===== src/rtl/tape_io_dev.sv =====
// Paper-tape style I/O device. It has two independent channels.
//   Reader: the host loads 5-bit characters into a FIFO, and the core pulls
//           them one at a time with a rdy/val handshake.
//   Punch:  the core pushes 5-bit characters with a rdy/ack handshake, and the
//           host drains them from a show-ahead FIFO.
// Each handshake waits for the core's rdy to go low. It then idles for
// CHAR_GAP cycles before the next character, which emulates tape speed.
// Ports:
//   clk, resetn                        clock, async active-low reset
//   dev_input_rdy/val/data             core <- reader handshake
//   dev_output_rdy/data/ack            core -> punch handshake
//   reader_en, punch_en                per-channel transfer enables
//   host_wr_en/data, reader_full/empty host side of the reader FIFO
//   host_rd_en/data, punch_full/empty  host side of the punch FIFO
module tape_io_dev #(
  parameter int unsigned DEPTH    = 8,
  parameter int unsigned CHAR_GAP = 4
) (
  input  logic       clk,
  input  logic       resetn,
  input  logic       dev_input_rdy,
  output logic       dev_input_val,
  output logic [4:0] dev_input_data,
  input  logic       dev_output_rdy,
  input  logic [4:0] dev_output_data,
  output logic       dev_output_ack,
  input  logic       reader_en,
  input  logic       punch_en,
  input  logic       host_wr_en,
  input  logic [4:0] host_wr_data,
  output logic       reader_full,
  output logic       reader_empty,
  input  logic       host_rd_en,
  output logic [4:0] host_rd_data,
  output logic       punch_full,
  output logic       punch_empty
);
  localparam int unsigned PW = $clog2(DEPTH);
  localparam int unsigned NW = PW + 1;
  localparam int unsigned GW = 8;

  typedef enum logic [1:0] {R_IDLE, R_SEND, R_WAIT_LOW, R_GAP} r_state_t;
  typedef enum logic [1:0] {P_IDLE, P_ACK, P_WAIT_LOW, P_GAP} p_state_t;

  r_state_t r_state;
  p_state_t p_state;
  logic [GW-1:0] r_gap, p_gap;

  // ---------------- reader FIFO ----------------
  logic [4:0]    r_mem [DEPTH];
  logic [PW-1:0] r_wr_ptr, r_rd_ptr;
  logic [NW-1:0] r_cnt, r_cnt_nxt;
  logic          r_push, r_pop;

  // A write to a full FIFO still lands when the reader pops in the same cycle.
  assign r_pop  = (r_state == R_SEND) && !reader_empty;
  assign r_push = host_wr_en && (!reader_full || r_pop);

  always_comb begin
    r_cnt_nxt = r_cnt;
    if (r_push && !r_pop)      r_cnt_nxt = r_cnt + NW'(1);
    else if (!r_push && r_pop) r_cnt_nxt = r_cnt - NW'(1);
  end

  always_ff @(posedge clk or negedge resetn) begin
    if (!resetn) begin
      r_wr_ptr     <= '0;
      r_rd_ptr     <= '0;
      r_cnt        <= '0;
      reader_full  <= 1'b0;
      reader_empty <= 1'b1;
    end else begin
      if (r_push) r_wr_ptr <= r_wr_ptr + PW'(1);
      if (r_pop)  r_rd_ptr <= r_rd_ptr + PW'(1);
      r_cnt        <= r_cnt_nxt;
      reader_full  <= (r_cnt_nxt == NW'(DEPTH));
      reader_empty <= (r_cnt_nxt == '0);
    end
  end

  // Storage needs no reset; the pointers and count define its contents.
  always_ff @(posedge clk) begin
    if (r_push) r_mem[r_wr_ptr] <= host_wr_data;
  end

  // ---------------- punch FIFO ----------------
  logic [4:0]    p_mem [DEPTH];
  logic [PW-1:0] p_wr_ptr, p_rd_ptr;
  logic [NW-1:0] p_cnt, p_cnt_nxt;
  logic          p_push, p_pop;

  assign p_pop  = host_rd_en && !punch_empty;
  assign p_push = (p_state == P_ACK) && (!punch_full || p_pop);

  always_comb begin
    p_cnt_nxt = p_cnt;
    if (p_push && !p_pop)      p_cnt_nxt = p_cnt + NW'(1);
    else if (!p_push && p_pop) p_cnt_nxt = p_cnt - NW'(1);
  end

  always_ff @(posedge clk or negedge resetn) begin
    if (!resetn) begin
      p_wr_ptr    <= '0;
      p_rd_ptr    <= '0;
      p_cnt       <= '0;
      punch_full  <= 1'b0;
      punch_empty <= 1'b1;
    end else begin
      if (p_push) p_wr_ptr <= p_wr_ptr + PW'(1);
      if (p_pop)  p_rd_ptr <= p_rd_ptr + PW'(1);
      p_cnt       <= p_cnt_nxt;
      punch_full  <= (p_cnt_nxt == NW'(DEPTH));
      punch_empty <= (p_cnt_nxt == '0);
    end
  end

  always_ff @(posedge clk) begin
    if (p_push) p_mem[p_wr_ptr] <= dev_output_data;
  end

  // Show-ahead head of the punch FIFO.
  assign host_rd_data = p_mem[p_rd_ptr];

  // ---------------- reader FSM ----------------
  // val and data are loaded on entry to R_SEND, so the pulse is exactly that state.
  always_ff @(posedge clk or negedge resetn) begin
    if (!resetn) begin
      r_state        <= R_IDLE;
      r_gap          <= '0;
      dev_input_val  <= 1'b0;
      dev_input_data <= '0;
    end else begin
      dev_input_val <= 1'b0;
      case (r_state)
        R_IDLE: if (dev_input_rdy && reader_en && !reader_empty) begin
          r_state        <= R_SEND;
          dev_input_val  <= 1'b1;
          dev_input_data <= r_mem[r_rd_ptr];
        end
        R_SEND: r_state <= R_WAIT_LOW;
        R_WAIT_LOW: if (!dev_input_rdy) begin
          r_state <= R_GAP;
          r_gap   <= GW'(CHAR_GAP - 1);
        end
        R_GAP: begin
          if (r_gap == '0) r_state <= R_IDLE;
          else             r_gap   <= r_gap - GW'(1);
        end
        default: r_state <= R_IDLE;
      endcase
    end
  end

  // ---------------- punch FSM ----------------
  // A full FIFO holds off the ack, so the core keeps presenting its character.
  always_ff @(posedge clk or negedge resetn) begin
    if (!resetn) begin
      p_state        <= P_IDLE;
      p_gap          <= '0;
      dev_output_ack <= 1'b0;
    end else begin
      dev_output_ack <= 1'b0;
      case (p_state)
        P_IDLE: if (dev_output_rdy && punch_en && !punch_full) begin
          p_state        <= P_ACK;
          dev_output_ack <= 1'b1;
        end
        P_ACK: p_state <= P_WAIT_LOW;
        P_WAIT_LOW: if (!dev_output_rdy) begin
          p_state <= P_GAP;
          p_gap   <= GW'(CHAR_GAP - 1);
        end
        P_GAP: begin
          if (p_gap == '0) p_state <= P_IDLE;
          else             p_gap   <= p_gap - GW'(1);
        end
        default: p_state <= P_IDLE;
      endcase
    end
  end

endmodule


===== config.mk =====
export PLATFORM = sky130hd
export DESIGN_NAME = tape_io_dev
export DESIGN_NICKNAME = d
export VERILOG_FILES = /design/src/rtl/tape_io_dev.sv
export SDC_FILE = /design/constraint.sdc
export NUM_CORES = 1
export LEC_CHECK = 0
export ABC_AREA = 1
export BUFFER_PORTS_ARGS = -buffer_cell sky130_fd_sc_hd__buf_2
export CORE_MARGIN = 1.5
export CORE_UTILIZATION = 55
export CTS_CLUSTER_SIZE = 16
export DETAILED_ROUTE_END_ITERATION = 16
export PLACE_DENSITY = 0.83
export RECOVER_POWER = 25
export SYNTH_ARGS = -nofsm -noshare
export SYNTH_HDL_FRONTEND = slang
export SYNTH_SLANG_ARGS = --single-unit

===== constraint.sdc =====
create_clock -name clk -period 2.27 [get_ports clk]
set_input_delay 0.3405 -clock clk [delete_from_list [all_inputs] [get_ports clk]]
set_output_delay 0.3405 -clock clk [all_outputs]
set_load 0.01 [all_outputs]

==> results.ini <==
[timing]
rsz0062_at_grt = no
clock.fmax_mhz = 467
maxSlewViolCount = 0
finalHoldViolations = 0
max_slew_margin_pct = 57.5
tns_ns = 0
fin_hold_ws_ns = 0.122
worst_pin_slew_ns = 0.637
fin_crit_ns = 2.14
fin_skew_ns = 0.0104
final-setup-viol-count = 0
fin_crit_sh_pct = 94.4

[placement]
io_buffers = 33
dpl-instance-area_mm2 = 0.00640
dp_hpwl_um = 8410
routabilityCongestion = 0.831

[synthesis]
netlist_area_mm2 = 0.00609
async_flop_share_pct = 38.9
synth-edff-count = 80
yosysSeqAreaShare_pct = 60.5
yosys_warnings = 0
ys_seq_elements = 131
postSynthAreaPerCell_um2 = 10.2
syn_inst = 597
syn_nets = 637
synth_cell_types = 36
synthFlopType = edfxtp_1

[floorplanning]
ioPinCount = 34
fp.dieH_um = 108
fp.dieW_um = 108
initial_utilization_pct = 56.4
dieArea_mm2 = 0.0117
rows = 38
floorplan.core_area_mm2 = 0.0108

[clock_tree]
clkTransAtPathRegs_ns = 0.06
cts.sinks = 131
cts_buffers = 17
clockBufferDepth = 2
cts_tree = yes
cts-root-buf = clkbuf_8
h-tree-depth = 4
clock_latency_ns = 0.53
cts_setup_buffers = 0

[power]
p_leak_uw = 0.00301
totalPowerFinal_uw = 9670
peakVddDrop_mv = 0.996
p_per_area_mw_per_mm2 = 1390

[cells_and_area]
num-fill-cells = 808
area_growth_pct = 14.1
finalInstanceArea_mm2 = 0.00695
final_cell_mix = nand2_1, nor2_1, edfxtp_1
nNetsFinal = 681
drive_above_1_share_pct = 13.0
layout_commonest_cell = nand2_1
diodes = 0

[drt]
drtIter0Drc = 326
num_vias = 4281
drtAntennaViolNets = 0
drc = 0
drt_wl_total_um = 12000
dr.pass1.iters = 5
vias_per_cell = 5.39
wl_per_cell_um = 15.2

[global_routing]
grt_max_degree = 28
grt_pass1_wl_um = 19800
antenna_found_initial = 0
track_usage_pct = 22.8
grt-ovfl-total = 0
grt_pass1_vias = 4240

[setup_path]
critPathCaptureType = primary output
cp_data_required_time_ns = 1.93
cp.arrival_ns = 1.80
cp-start-kind = flop
cp_max_fo = 21
worstSetupPathType = reg2out

[run_status]
outcome = finished, final reports clean

[run]
drv_cap = 0

[hold_path]
min_path_type = in2reg

==> routing by layer <==
layer	track usage, %	routed length (µm)
met1	27.1	5080
met2	38.1	5990
met3	6.51	720
met4	10.8	242
met5	0	0
==> sequential cells by signal, indices dropped and copies added, names as in the netlist, 2 cells and up <==
register	flops
p_mem	40
r_mem	40
p_gap	8
r_gap	8
dev_input_data	5
p_cnt	4
r_cnt	4
p_rd_ptr	3
p_wr_ptr	3
r_rd_ptr	3
r_wr_ptr	3
p_state	2
r_state	2
==> Yosys cell counts, types with 3 or more instances <==
library cell	number	area (µm²)
inv_2	4	15.0
nand2_2	6	37.5
nor3_1	3	15.0
edfxtp_1	80	2400
o21ai_2	4	35.0
nor2_2	3	18.8
ha_1	22	275
inv_1	55	206
o22ai_1	10	62.6
clkbuf_1	5	18.8
buf_2	5	25.0
o21bai_1	3	22.5
a21oi_1	4	20.0
nand4_1	4	25.0
o21ai_0	38	190
nand2_1	132	495
xor2_1	13	114
nor2_1	80	300
o211ai_1	10	75.1
mux2i_1	10	100
nand3_1	26	130
dfrtp_1	49	1230
o21ai_1	12	60.1
==> worst max-delay path: stages, from the launching register on <==
cell     delay [ns]
dfrtp_1        0.34
buf_4          0.27
mux2i_1        0.30
o22ai_1        0.11
nand2_1        0.08
nand2_1        0.05
buf_2          0.13
==> cell families (layout without fill, tap and decap cells) <==
| family | Yosys count | after routing | synth area share (%) |
|---|---|---|---|
| simple gates | 265 | 265 | 18.5 |
| flops | 131 | 131 | 60.5 |
| compound gates | 83 | 83 | 8.06 |
| buf+inv | 71 | 128 | 4.61 |
| fa+ha+maj | 22 | 22 | 4.52 |
| xor+xnor | 15 | 15 | 2.16 |
| mux | 10 | 10 | 1.64 |
==> worst paths after layout <==
path	slack, ns	from	endpoint	depth (start not counted)
setup / recovery	0.13	p_rd_ptr[0]	host_rd_data[1]	6
hold / removal	0.12	punch_en	dev_output_ack	3
setup reg to reg	0.21	r_state[1]	r_mem[2][2]	7
hold reg to reg	0.48	r_gap[1]	r_gap[1]	2
max in group asynchronous	1.25	resetn	punch_empty	3
min in group asynchronous	0.38	resetn	r_cnt[2]	2
==> metrics by stage <==
stage | cells | util [%] | worst slack (ns)
finish | 794 | 64.4 | 0.127
global route | 794 | 64.4 | 0.00827
CTS | 794 | 64.5 | 0.0172
detailed placement | 761 | 59.3 | 0.225
global placement | 761 | 59.3 | 0.317
floorplan | 597 | - | 0.446
==> layout make-up <==
cell class	count	area (µm²)	share of cell area, %
inverter	59	221	3.19
timing repair buffer	37	198	2.85
sequential	131	3680	53.0
multi-input combinational	395	2120	30.6
tap	140	175	2.52
clock buffer	21	439	6.32
clock inverter	11	105	1.51
==> power by group <==
group | switching [µW] | total, µW | internal (µW) | leakage [µW]
logic | 2310 | 3560 | 1250 | 0.00139
registers | 491 | 3620 | 3130 | 0.00136
clock network | 1000 | 2490 | 1490 | 0.000263
total | 3800 | 9670 | 5870 | 0.00301
==> what timing repair did <==
action / 4_1_cts / 5_1_grt
resized for setup: 0 / 1
hold endpoints to repair: 25 / 0
hold buffers: 1 / 0
setup endpoints to repair: 0 / 5
Power figures use the tool's default switching activity.
